**config.mk**
```make
export PLATFORM = sky130hd
export DESIGN_NAME = counter_sweep_ctrl
export DESIGN_NICKNAME = d
export VERILOG_FILES = /design/src/rtl/counter_sweep_ctrl.sv
export SDC_FILE = /design/constraint.sdc
export NUM_CORES = 1
export LEC_CHECK = 0
export ABC_AREA = 1
export BUFFER_PORTS_ARGS = -buffer_cell sky130_fd_sc_hd__buf_4
export CAP_MARGIN = 20
export CORE_UTILIZATION = 32
export CTS_CLUSTER_DIAMETER = 40
export DETAILED_ROUTE_END_ITERATION = 10
export REMOVE_ABC_BUFFERS = 1
export SLEW_MARGIN = 30
export SYNTH_ARGS = -nofsm -noshare
export SYNTH_HDL_FRONTEND = slang
export SYNTH_SLANG_ARGS = --single-unit
```
**constraint.sdc**
```tcl
create_clock -name clk -period 1.85 [get_ports clk]
set_input_delay 0 -clock clk [delete_from_list [all_inputs] [get_ports clk]]
set_output_delay 0 -clock clk [all_outputs]
set_load 0.03 [all_outputs]
```
**src/rtl/counter_sweep_ctrl.sv**
```systemverilog
// Triangle-sweep sequencer for an external up/down counter: clear, seek to lo, then n sweeps lo->hi->lo.
// Optional endpoint dwell states are compiled in with `define COUNTER_SWEEP_DWELL_EN.
module counter_sweep_ctrl #(
    parameter int WIDTH   = 4,
    parameter int SWEEP_W = 8
`ifdef COUNTER_SWEEP_DWELL_EN
   ,parameter int DWELL   = 3
`endif
) (
    input  logic               clk,
    input  logic               reset,
    input  logic               start,
    input  logic               abort,
    input  logic               hold,
    input  logic [WIDTH-1:0]   lo,
    input  logic [WIDTH-1:0]   hi,
    input  logic [SWEEP_W-1:0] n_sweeps,
    input  logic [WIDTH-1:0]   count,
    output logic               cnt_en,
    output logic               cnt_up,
    output logic               cnt_clr_n,
    output logic               busy,
    output logic               done,
    output logic               err,
    output logic [SWEEP_W-1:0] sweep_cnt
);

    localparam logic [2:0] S_IDLE     = 3'd0;
    localparam logic [2:0] S_CLEAR    = 3'd1;
    localparam logic [2:0] S_SEEK     = 3'd2;
    localparam logic [2:0] S_UP       = 3'd3;
    localparam logic [2:0] S_DN       = 3'd4;
    localparam logic [2:0] S_DONE     = 3'd5;
`ifdef COUNTER_SWEEP_DWELL_EN
    localparam logic [2:0] S_DWELL_HI = 3'd6;
    localparam logic [2:0] S_DWELL_LO = 3'd7;
    localparam int         TMR_W      = (DWELL > 1) ? $clog2(DWELL) : 1;
    localparam logic [TMR_W-1:0] TMR_LOAD = TMR_W'(DWELL - 1);

    logic [TMR_W-1:0] tmr, tmr_d;
`endif

    logic [2:0]         state, state_d;
    logic [WIDTH-1:0]   lo_q, hi_q, lo_d, hi_d;
    logic [SWEEP_W-1:0] n_q, n_d, sweep_d;
    logic               err_d;

    always_comb begin
        state_d = state;
        lo_d    = lo_q;
        hi_d    = hi_q;
        n_d     = n_q;
        sweep_d = sweep_cnt;
        err_d   = 1'b0;
`ifdef COUNTER_SWEEP_DWELL_EN
        tmr_d   = tmr;
`endif
        if (abort) begin
            state_d = S_IDLE;
        end else if (!hold) begin
            case (state)
                S_IDLE: begin
                    if (start) begin
                        if ((lo > hi) || (n_sweeps == '0)) begin
                            err_d = 1'b1;
                        end else begin
                            lo_d    = lo;
                            hi_d    = hi;
                            n_d     = n_sweeps;
                            sweep_d = '0;
                            state_d = S_CLEAR;
                        end
                    end
                end
                S_CLEAR: state_d = S_SEEK;
                S_SEEK:  if (count == lo_q) state_d = S_UP;
                S_UP: begin
                    if (count == hi_q) begin
`ifdef COUNTER_SWEEP_DWELL_EN
                        state_d = S_DWELL_HI;
                        tmr_d   = TMR_LOAD;
`else
                        state_d = S_DN;
`endif
                    end
                end
                S_DN: begin
                    // the compare-true cycle is the stall; the sweep is credited on leaving it
                    if (count == lo_q) begin
                        sweep_d = sweep_cnt + 1'b1;
`ifdef COUNTER_SWEEP_DWELL_EN
                        state_d = S_DWELL_LO;
                        tmr_d   = TMR_LOAD;
`else
                        state_d = (sweep_d == n_q) ? S_DONE : S_UP;
`endif
                    end
                end
`ifdef COUNTER_SWEEP_DWELL_EN
                S_DWELL_HI: begin
                    if (tmr == '0) state_d = S_DN;
                    else           tmr_d   = tmr - 1'b1;
                end
                S_DWELL_LO: begin
                    if (tmr == '0) state_d = (sweep_cnt == n_q) ? S_DONE : S_UP;
                    else           tmr_d   = tmr - 1'b1;
                end
`endif
                S_DONE:  state_d = S_IDLE;
                default: state_d = S_IDLE;
            endcase
        end
    end

    always_ff @(posedge clk or negedge reset) begin
        if (!reset) begin
            state     <= S_IDLE;
            lo_q      <= '0;
            hi_q      <= '0;
            n_q       <= '0;
            sweep_cnt <= '0;
            busy      <= 1'b0;
            done      <= 1'b0;
            err       <= 1'b0;
`ifdef COUNTER_SWEEP_DWELL_EN
            tmr       <= '0;
`endif
        end else begin
            state     <= state_d;
            lo_q      <= lo_d;
            hi_q      <= hi_d;
            n_q       <= n_d;
            sweep_cnt <= sweep_d;
            busy      <= (state_d != S_IDLE);
            done      <= (state_d == S_DONE) && (state != S_DONE);
            err       <= err_d;
`ifdef COUNTER_SWEEP_DWELL_EN
            tmr       <= tmr_d;
`endif
        end
    end

    // counter controls follow the live count so the endpoint cycle never steps past a limit
    assign cnt_clr_n = (state != S_CLEAR);
    assign cnt_up    = (state != S_DN);

    always_comb begin
        cnt_en = 1'b0;
        if (!hold && !abort) begin
            case (state)
                S_SEEK:  cnt_en = (count != lo_q);
                S_UP:    cnt_en = (count != hi_q);
                S_DN:    cnt_en = (count != lo_q);
                default: cnt_en = 1'b0;
            endcase
        end
    end

endmodule

```
---- Word level (Yosys, flattened, before mapping) ----
Index checks and enable logic that the tools add are counted.
cells by class
  add/subtract/negate cells ............... 1
  $mul .................................... 0
  div/mod/pow operators ................... 0
  $lt $le $gt $ge ......................... 1
  eq/ne operators ......................... 16
  shift operators ......................... 0
  mux-type cells .......................... 20
  bitwise operators ....................... 3
  reductions and logical operators ........ 12
operators with widths
  operator                                                                 number
  3-bit two-way mux                                                        8
  8-bit two-way mux                                                        3
  8-bit one-hot mux with 2 select lines                                    1
  3-bit one-hot mux with 5 select lines                                    1
  8-bit by 1-bit adder with 8-bit output, second input constant            1
  4-bit equality test                                                      2
  8-bit equality test                                                      1
  8-bit logical NOT                                                        1
  4-bit inequality test                                                    2
  3-bit by 2-bit equality test with 1-bit output, second input constant    2
  3-bit equality test, second input constant                               2
  1-bit two-way mux                                                        6
  2-bit inequality test, second input constant                             3
  3-bit inequality test, second input constant                             2
  6-bit AND reduction                                                      1
  5-bit AND reduction                                                      1
  4-bit greater-than comparator                                            1
  3-bit by 1-bit equality test with 1-bit output, second input constant    1
  3-bit logical NOT                                                        1
  3-bit by 1-bit inequality test with 1-bit output, second input constant  1
  1-bit inverter                                                           3
  3-bit nonzero test                                                       1
  1-bit logical AND                                                        2
  1-bit logical NOT                                                        2
  4 further kinds                                                          4
word-level totals
  register bits after elaboration ......... 30
  bits in latches ......................... 0
  memory bits (writable) .................. 0
  memory bits (read-only) ................. 0
  input bits .............................. 25
  output and inout port bits .............. 14
  word-level logic and storage cells ...... 61
  memories ................................ 0

---- Logic depth before layout (Yosys ltp) ----
Gate-level depths: netlist of run 1.
  depth after elaboration ................. 9
  mapped depth ............................ 17
  gate-level depth less buffers ........... 17

---- Worst setup path after synthesis of run 1 ----
No wires, ideal clock.
  kind .................................... reg2reg
  start point ............................. reg sweep_cnt[0]
  end point ............................... reg busy
  setup time .............................. 0.126 ns
  data arrival time ....................... 1.809 ns
  required time ........................... 1.724 ns
  path slack .............................. -0.085 ns
  stages on the path, launching flop included .. 15
  path buffers ............................ 0
  clock period less this slack ............ 1.935 ns
  cell sequence ........................... dfrtp_1 ha_1 nand3_1 nor2_1 nand2_1 nand3_1 nand2_1 nor2_2 nand3_2 nand3_2 nand2_1 nand2_1 nand2_1 nand2_2 nand3_1
between the ends
  cells in the longest elaborated chain, start to end .. 8
ends and longest elaborated chain
  element                                 line  source
  start, declared                         25    output logic [SWEEP_W-1:0] sweep_cnt
  start signal, assigned                  133   sweep_cnt <= sweep_d;
  8-bit by 1-bit adder with 8-bit output  90    sweep_d = sweep_cnt + 1'b1;
  8-bit equality test                     95    state_d = (sweep_d == n_q) ? S_DONE : S_UP;
  3-bit two-way mux                       95
  3-bit two-way mux                       89    if (count == lo_q) begin
  3-bit one-hot mux with 5 select lines   61    case (state)
  3-bit two-way mux                       60    end else if (!hold) begin
  3-bit two-way mux                       58    if (abort) begin
  3-bit nonzero test                      134   busy <= (state_d != S_IDLE);
  end signal, assigned                    134
  end, declared                           22    output logic busy,
No other way between the ends.
A chain may end at the register's enable or synchronous reset.

---- Final worst setup path of run 1 ----
Ends and elaborated chain as after synthesis.

==> run summary, run 1 <==
Final WS setup - 0.0964 ns
Nets - 325
Largest stage delay, worst path - 0.42 ns
DR DRC count - 0
# rows - 27
Hold Crit Class - in -> reg
status - finished clean
Detail Route Antenna Nets - 0
grt ovf - 0
CTS Buffer Depth - 2
number of synthesized flops with an enable pin - 0
vias per cell - 4.57
initial core utilization - 33.6%
Clk Latency, worst-skew pair - 0.28 ns
post-synthesis xor/xnor area fraction - 4.71%
Mapped Cells - 234
WP buf/inv - 2
initial antenna violation count - 0
count leader, synth - nand2_1
Post-Route WL - 4.15 mm
Pre-Repair DR Iteration Count - 4
Inserted Clock Buffers - 5
peak fanout along the critical path - 7
IO Pins - 39
Slew Limit Fails - 0
synth warn - 0
first-pass GRT wire length - 7.33 mm
TritonCTS clock tree - yes
maxcap violations - 0
Post-Synth Adder-Cell Area - 3.36%
largest area contributor in the netlist - dfrtp_1
final-layout fill cell count - 564
Top cell by count, worst path - nand2_2
pin count of the biggest net entering global routing - 31
fraction of the yosys area taken by sequential cells - 40.4%
Worst-Margin Slew - 0.391 ns
Synth top cells by count - nand2_1, dfrtp_1, inv_1
delay-heaviest family, CP - simple AND/OR/NAND/NOR gates
CP required - 2.01 ns
Critical Path AT - 1.91 ns
diodes inserted - 0
share of cells above drive strength 1 - 30.2%
Hold Vio Cnt, Final - 0
RD Place Congestion - 0.822
synthesized area - 1860 µm²
Netlist cell types - 28
Worst setup SP type - flop
post-synth top area share - 40.4%
Synth Area in Compound Gates - 8.34%
Leakage - 1.23 nW
Core ar. - 5540 µm²
Tot GR Track Use - 15.2%
die span in x - 78.2 µm
dpl cells - 347
H-tree levels - 2
critical-path cell list - buf_6 > inv_2 > nor2_4 > nand2_1 > nand2_2 > nand2_2 > nand2_2 > nand2_2 > nor2_2 > nand3_2 > nand3_2 > nand2_1 > nand2_1 > nand2_1 > nand2_2 > nand3_1
ranking of synthesized cells by area - dfrtp_1, nand2_1, nand3_1
Setup WS pre-CTS - 0.110 ns
Period Utilization, post-route - 94.8%
Final min period - 1.75 ns
Most used DFF post-synth - dfrtp_1
via count - 1678
Root Driver - clkbuf_8
Synth Register Bits - 30
Die Y-Extent - 78.2 µm
Fin Clk Skew - 0.00724 ns
Setup crit end kind - flop
Wirelength per Cell - 11.3 µm
vias in the first global route - 1685
I/O Buffers - 38
main combinational cell family by area after synthesis - simple AND/OR/NAND/NOR gates
relative slew slack - 73.9%
clock-pin slew on the worst setup and hold paths - 0.07 ns
area grow syn2layout - 36.9%
Max VDD drop - 0.395 mV
placed inst area - 2270 µm²
Crit Path Class - reg -> reg
RSZ-0062 raised after global routing - yes
Slowest-stage cell, CP - dfrtp_1
final cell count without fillers - 367
drt first-iter violations - 58
final setup vio count - 0
post-synthesis mux area share - 4.24%
design area - 2550 µm²
die area - 6120 µm²
Max Fclk - 570 MHz
Worst Hold Slack - 0.00548 ns
Synth Area in Simple Gates - 31.2%
Post-synth ARST share - 100%
clk sinks - 30
detailed placer's ending HPWL - 3.14 mm
Synth Area per Inst - 7.95 µm²
pwr dens - 889 nW/µm²
[path summary, 6_finish.rpt]
path                                     startpoint                  endpoint  slack, ns  cells after the start
setup / recovery           sweep_cnt[0]$_DFFE_PN0P_            busy$_DFF_PN0_        0.1                     16
hold / removal                                lo[0]       lo_q[0]$_DFFE_PN0P_      0.005                      3
setup reg to reg           sweep_cnt[0]$_DFFE_PN0P_            busy$_DFF_PN0_        0.1                     16
max in group asynchronous                     reset  sweep_cnt[5]$_DFFE_PN0P_       1.36                      2
hold reg to reg                 hi_q[2]$_DFFE_PN0P_       hi_q[2]$_DFFE_PN0P_       0.51                      2
min in group asynchronous                     reset       lo_q[0]$_DFFE_PN0P_       0.19                      2
[sequential cells by signal (all words and copies together), names as in the netlist]
signal     cells
busy           1
state          3
lo_q           4
hi_q           4
done           1
n_q            8
sweep_cnt      8
err            1
[metal layers]
layer | share of wire, % | vias to the layer above | track usage [%] | routed length, µm
met5 | 0 | - | 0 | 0
met4 | 1.4 | 0 | 5.56 | 58
met3 | 4.6 | 6 | 3.84 | 192
met2 | 48 | 36 | 25.7 | 1980
met1 | 46 | 755 | 18.7 | 1920
li1 | - | 881 | - | -
[metrics by stage]
| step | utilization [%] | TNS (ns) | power, W |
|---|---|---|---|
| final | 46.0 | 0 | 0.00226 |
| after detailed placement | 41.0 | 0 | 0.00172 |
| after global routing | 46.0 | -0.153 | 0.00243 |
| after global placement | 41.0 | 0 | 0.00171 |
| after CTS | 44.5 | 0 | 0.00225 |
| after floorplan | - | -0.225 | 0.00146 |
[placed cells by master, fill, tap and decap left out, types with 3 or more instances in the layout]
cell type / instances
nand3_2: 3
nor2_1: 12
inv_2: 3
clkbuf_8: 5
xor2_1: 3
nor2_4: 3
nand4_1: 6
buf_6: 3
a21oi_1: 11
nand3_1: 24
mux2_2: 5
dlygate4sd3_1: 12
inv_1: 30
nor2_2: 5
ha_1: 4
nand2_2: 11
xnor2_1: 7
o21ai_1: 5
buf_4: 41
nand2_1: 45
o21ai_0: 11
dfrtp_1: 28
[worst register-to-register path, stage by stage (launching register included)]
cell and delay (ns):
dfrtp_1 0.42, buf_6 0.16, inv_2 0.06, nor2_4 0.11, nand2_1 0.08, nand2_2 0.07
nand2_2 0.06, nand2_2 0.06, nand2_2 0.05, nor2_2 0.11, nand3_2 0.10, nand3_2 0.06
nand2_1 0.04, nand2_1 0.05, nand2_1 0.06, nand2_2 0.08, nand3_1 0.07
[logic make-up after synthesis]
group,count (synthesis)
xor gates and xnor gates,10
adders and majority gates,5
DFF,30
AOI/OAI and AO/OA,28
muxes,7
and+or+nand+nor,118
buffers and inverters,36
[repair_timing]
item,CTS,global route
hold buffers,12,0
resized for setup,0,19
setup endpoints to repair,0,9
endpoints found under the hold margin,41,0
buffers inserted,0,1
[cell type report]
cell class | count | area [µm²] | share of cell area [%]
multi-input cells | 168 | 1020 | 40.1
flip-flops and latches | 30 | 753 | 29.6
repair buffers | 57 | 482 | 18.9
inverters | 33 | 124 | 4.86
well taps | 72 | 90.1 | 3.54
clock buffers | 7 | 76.3 | 3.00
[where the power goes]
part           total (W)  switching (W)  internal [W]  leakage, nW
Clock           0.000494       0.000235      0.000258       0.0383
Combinational   0.000824       0.000444      0.000379        0.814
Sequential      0.000946       0.000129      0.000817        0.374
Power figures use the tool's default switching activity.
==> run 2: changes to the inputs <==
ABC_AREA = not set   (was 1)
==> run summary, run 2 <==
status - complete, but fails checks
failing checks - setup timing
initial antenna violation count - 0
synth warn - 0
CTS Buffer Depth - 2
peak fanout along the critical path - 8
largest area contributor in the netlist - dfrtp_1
Detail Route Antenna Nets - 0
most frequent cells in the layout - buf_4, dfrtp_1, dlygate4sd3_1, mux2_1, nor2_1
diodes inserted - 0
IO Pins - 39
via count - 1745
pwr dens - 803 nW/µm²
Synth Area per Inst - 9.80 µm²
I/O Buffers - 38
Pre-Repair DR Iteration Count - 4
Hold Crit Class - in -> reg
Max VDD drop - 0.382 mV
RSZ-0062 raised after global routing - yes
drt first-iter violations - 91
number of synthesized flops with an enable pin - 0
design area - 2850 µm²
Multi-input gate area - 1130 µm²
detailed placer's ending HPWL - 3.48 mm
clock-pin slew on the worst setup and hold paths - 0.07 ns
count leader, synth - dfrtp_1
commonest non-fill, non-tap cell in the layout - buf_4
Max Fclk - 540 MHz
internal power - 0.00153 W
# rows - 27
final cell count without fillers - 356
DR DRC count - 0
switch share - 33.1%
Root Driver - clkbuf_8
combinational share of power - 37.3%
Die Y-Extent - 79.1 µm
first-pass GRT wire length - 8.16 mm
CP required - 2.06 ns
Synth top cells by count - dfrtp_1, mux2_1, nor2_1
Synth Area in Simple Gates - 20.7%
Final WS setup - -0.00221 ns
Final min period - 1.85 ns
vias in the first global route - 1741
Setup crit end kind - flop
ranking of synthesized cells by area - dfrtp_1, mux2_1, xor2_1
HP Start - start
beginning of the critical path - sweep_cnt[0]$_DFFE_PN0P_
maxcap violations - 0
met2 usage - 28.4%
relative slew slack - 74.1%
die area - 6250 µm²
met3 Track Usage GR - 3.68%
synthesized area - 1900 µm²
Setup WS pre-CTS - -0.0755 ns
Slew Limit Fails - 0
dpl cells - 321
Post-synth ARST share - 100%
clk sinks - 30
area grow syn2layout - 50.0%
Netlist cell types - 48
GR peak layer - met2
Inserted Clock Buffers - 5
H-tree levels - 2
WP buf/inv - 2
RD Place Congestion - 0.835
Seq pwr share - 41.4%
vias per cell - 4.90
Core ar. - 5610 µm²
Leakage - 1.32 nW
Period Utilization, post-route - 100%
critical-path cell list - buf_6 > and3_4 > a21boi_1 > o32a_1 > nor4_2 > buf_4 > a21o_1 > and4_1
Synth Register Bits - 30
Reg area - 752 µm²
Slowest-stage cell, CP - dfrtp_1
final-layout fill cell count - 553
Worst setup SP type - flop
Largest stage delay, worst path - 0.37 ns
post-synth top area share - 39.5%
delay-heaviest family, CP - simple AND/OR/NAND/NOR gates
Hold Vio Cnt, Final - 0
Wirelength per Cell - 13.4 µm
die span in x - 79.1 µm
Critical Path AT - 2.06 ns
Post-Route WL - 4.76 mm
Tot GR Track Use - 16.8%
main combinational cell family by area after synthesis - simple AND/OR/NAND/NOR gates
Post-Synth Adder-Cell Area - 3.29%
Worst-Margin Slew - 0.389 ns
GRT met1 Usage - 21.3%
post-synthesis xor/xnor area fraction - 6.91%
worst r2r src - sweep_cnt[0]$_DFFE_PN0P_
Crit Path Class - reg -> reg
biggest regs - n_q: 8 flops, sweep_cnt: 8 flops
Synth Area in Compound Gates - 13.7%
Fin Clk Skew - 0.00772 ns
Total Power - 0.00229 W
Clk Latency, worst-skew pair - 0.28 ns
TritonCTS clock tree - yes
pin count of the biggest net entering global routing - 31
Post-Route Utilization - 50.8%
final setup vio count - 1
placed inst area - 2420 µm²
Most used DFF post-synth - dfrtp_1
fraction of the yosys area taken by sequential cells - 39.5%
post-synthesis mux area share - 10.6%
grt ovf - 0
sw power - 0.000758 W
Mapped Cells - 194
share of cells above drive strength 1 - 36.6%
Nets - 314
initial core utilization - 33.9%
clock power share - 21.3%
## run 2: changes by cell type after synthesis, moves of 5 or more
cell / change
mux2_1: +14
xor2_1: +5
nor2b_1: +5
nor2_2: -5
nor3_1: +5
nand3_1: -18
nand2_1: -42
a21oi_1: -6
nand2_2: -6
inv_1: -24
## run 2: layout make-up
type	instances	area share [%]
multi-input cells	146	39.5
repair buffers	93	26.6
flip-flops and latches	30	26.4
well taps	72	3.16
clock buffers	5	2.41
inverters	8	1.54
clock inverters	2	0.351
## run 2: cells by family (layout without fill, tap and decap cells)
logic type / after synthesis / in the layout
and+or+nand+nor: 69 / 69
AOI/OAI and AO/OA: 39 / 39
buffers and inverters: 18 / 108
xor gates and xnor gates: 15 / 15
muxes: 18 / 18
DFF: 30 / 30
adders and majority gates: 5 / 5
## run 2: timing repair
| item | CTS | global route |
|---|---|---|
| hold endpoints to repair | 46 | 0 |
| buffers inserted | 5 | 5 |
| resized for setup | 7 | 12 |
| hold buffers | 17 | 0 |
| gates cloned | 0 | 1 |
| setup endpoints to repair | 2 | 13 |
| pin swaps | 11 | 6 |
## run 2: tightest hold or removal path, cell delays in order
cell,delay [ns]
buf_4,0.11
nand4b_1,0.16
nor2_1,0.08
## run 2: per-stage QoR
stage               setup TNS (ns)  hold slack [ns]
global route                -0.545            0.122
global placement            -0.123          -0.0400
detailed placement          -0.155          -0.0407
finish                    -0.00221            0.101
floorplan                    -7.55           -0.296
CTS                        -0.0109           0.0393
## run 2: routing by layer
layer | vias up | routed length (µm)
met5 | - | 0
met4 | 0 | 27
met3 | 2 | 177
met2 | 30 | 2340
met1 | 835 | 2210
li1 | 878 | -
## run 2: worst paths after layout
kind / slack (ns) / endpoint / cells after the start
worst min register to register: 0.51 / n_q[5]$_DFFE_PN0P_ / 1
worst max register to register: -0.002 / done$_DFF_PN0_ / 8
worst max-delay path: -0.002 / done$_DFF_PN0_ / 8
max in group asynchronous: 1.36 / sweep_cnt[3]$_DFFE_PN0P_ / 2
min in group asynchronous: 0.19 / hi_q[1]$_DFFE_PN0P_ / 2
worst min-delay path: 0.10 / err$_DFF_PN0_ / 3
## run 2: power by group through the flow
stage	sequential, W	combinational [W]	clock [W]
final	0.000947	0.000854	0.000488
after global routing	0.000968	0.000936	0.000540
after CTS	0.000936	0.000803	0.000508
after detailed placement	0.000939	0.000749	0
after global placement	0.000937	0.000742	0
after floorplan	0.000982	0.000396	0
==> run 3: changes to the inputs <==
CORE_UTILIZATION = 54   (was 32)
MAX_ROUTING_LAYER = met4   (was not set)
PLACE_DENSITY = 0.79   (was not set)
==> run summary, run 3 (same netlist as run 2, synthesis figures left out) <==
Hold Vio Cnt, Final - 0
clock power share - 18.8%
clock-pin slew on the worst setup and hold paths - 0.09 ns
Worst Hold Slack - 0.0431 ns
HP Start - start
Worst setup SP type - flop
RSZ-0062 raised after global routing - yes
R2R setup slack - -0.05 ns
Crit Path Class - reg -> reg
Setup WS pre-CTS - -0.0678 ns
Slew Limit Fails - 0
status - complete, but fails checks
biggest regs - n_q: 8 flops, sweep_cnt: 8 flops
Post-Route WL - 5.17 mm
Max VDD drop - 0.618 mV
Worst-Margin Slew - 0.393 ns
beginning of the critical path - sweep_cnt[1]$_DFFE_PN0P_
worst reg2reg endpoint - done$_DFF_PN0_
Setup crit end kind - flop
Critical Path AT - 2.18 ns
Core ar. - 3360 µm²
most frequent cells in the layout - buf_4, dfrtp_1, dlygate4sd3_1, mux2_1, nor2_1
sw power - 0.000771 W
drt first-iter violations - 104
critical path capture point - done$_DFF_PN0_
# rows - 21
maxcap violations - 0
Root Driver - clkbuf_4
CTS Buffer Depth - 2
relative slew slack - 73.8%
Die Y-Extent - 61.3 µm
detailed placer's ending HPWL - 3.32 mm
Pre-Repair DR Iteration Count - 4
area grow syn2layout - 43.6%
Detail Route Antenna Nets - 0
clk sinks - 30
Final WS setup - -0.0521 ns
TritonCTS clock tree - yes
internal power - 0.00142 W
RD Place Congestion - 0.879
diodes inserted - 0
H-tree levels - 2
Reg2Reg Depth - 8
Fin Clk Skew - 0.00354 ns
grt ovf - 0
first-pass GRT wire length - 7.58 mm
combinational share of power - 38.1%
Tot GR Track Use - 29.1%
Seq pwr share - 43.1%
die span in x - 61.3 µm
pwr dens - 804 nW/µm²
die area - 3760 µm²
initial core utilization - 56.5%
worst r2r src - sweep_cnt[1]$_DFFE_PN0P_
initial antenna violation count - 0
Inserted Clock Buffers - 5
Period Utilization, post-route - 103%
share of cells above drive strength 1 - 33.2%
via count - 1857
DR DRC count - 0
final setup vio count - 2
Post-Route Utilization - 81.1%
Wirelength per Cell - 16.0 µm
vias per cell - 5.75
Hold Crit Class - in -> reg
IO Pins - 39
Final min period - 1.90 ns
Max Fclk - 526 MHz
switch share - 35.2%
peak fanout along the critical path - 3
Clk Latency, worst-skew pair - 0.33 ns
pin count of the biggest net entering global routing - 31
Leakage - 1.28 nW
Nets - 306
vias in the first global route - 1597
failing checks - setup timing
I/O Buffers - 38
commonest non-fill, non-tap cell in the layout - buf_4
CP required - 2.12 ns
-- run 3: cell types whose count changed in the layout (fill, tap and decap cells not counted), sizes merged --
cell	before	now
clkinv	2	1
buf	75	67
clkbuf	5	7
-- run 3: through the flow --
step	instances	cell area (µm²)	total power [W]	setup TNS, ns
after floorplan	184	1840	0.00138	-7.55
after global placement	290	2350	0.00164	-0.0196
after detailed placement	290	2350	0.00166	-0.0813
after CTS	316	2610	0.00211	-0.0365
after global routing	323	2730	0.00232	-0.535
final	323	2730	0.00219	-0.0758
-- run 3: critical path: stages (launching register included) --
cell,delay (ns)
dfrtp_1,0.43
ha_4,0.26
xor2_1,0.15
nor3_1,0.18
nand3_1,0.11
nor4_1,0.24
buf_4,0.16
a21o_1,0.12
and4_1,0.19
-- run 3: layout make-up --
type,count,area [µm²]
multi-input cells,146,1130
clock buffers,7,55.1
inverters,8,43.8
flip-flops and latches,30,752
fillers,210,634
repair buffers,85,688
well taps,46,57.6
clock inverters,1,5.00
-- run 3: worst min-delay path by stage --
stage	end	slack (ns)	cells past startpoint
6_report	err$_DFF_PN0_	0.04	3
3_5_place_dp	n_q[7]$_DFFE_PN0P_	-0.05	1
5_1_grt	err$_DFF_PN0_	0.05	3
2_1_floorplan	busy$_DFF_PN0_	-0.30	0
3_3_place_gp	n_q[7]$_DFFE_PN0P_	-0.05	1
4_1_cts	err$_DFF_PN0_	0.004	3
-- run 3: timing repair --
item                                    4_1_cts  5_1_grt
buffers inserted                              1        6
endpoints found under the setup margin        2       20
hold buffers                                 17        0
gates resized for setup                       2       12
pin swaps                                     6       12
cloned                                        0        1
endpoints found under the hold margin        46        0
-- run 3: power groups by stage --
stage,Sequential [W],Combinational (W),Clock (W)
after floorplan,0.000982,0.000396,0
after global placement,0.000934,0.000704,0
after detailed placement,0.000941,0.000722,0
after CTS,0.000931,0.000762,0.000418
after global routing,0.000968,0.000910,0.000446
final,0.000946,0.000835,0.000412
-- run 3: routing by layer --
metal | wire length [µm] | global-route usage [%] | up-vias
met3 | 301 | 5.04 | 13
li1 | - | - | 867
met4 | 139 | 12.3 | 0
met5 | 0 | - | -
met1 | 2140 | 36.1 | 911
met2 | 2590 | 46.6 | 66
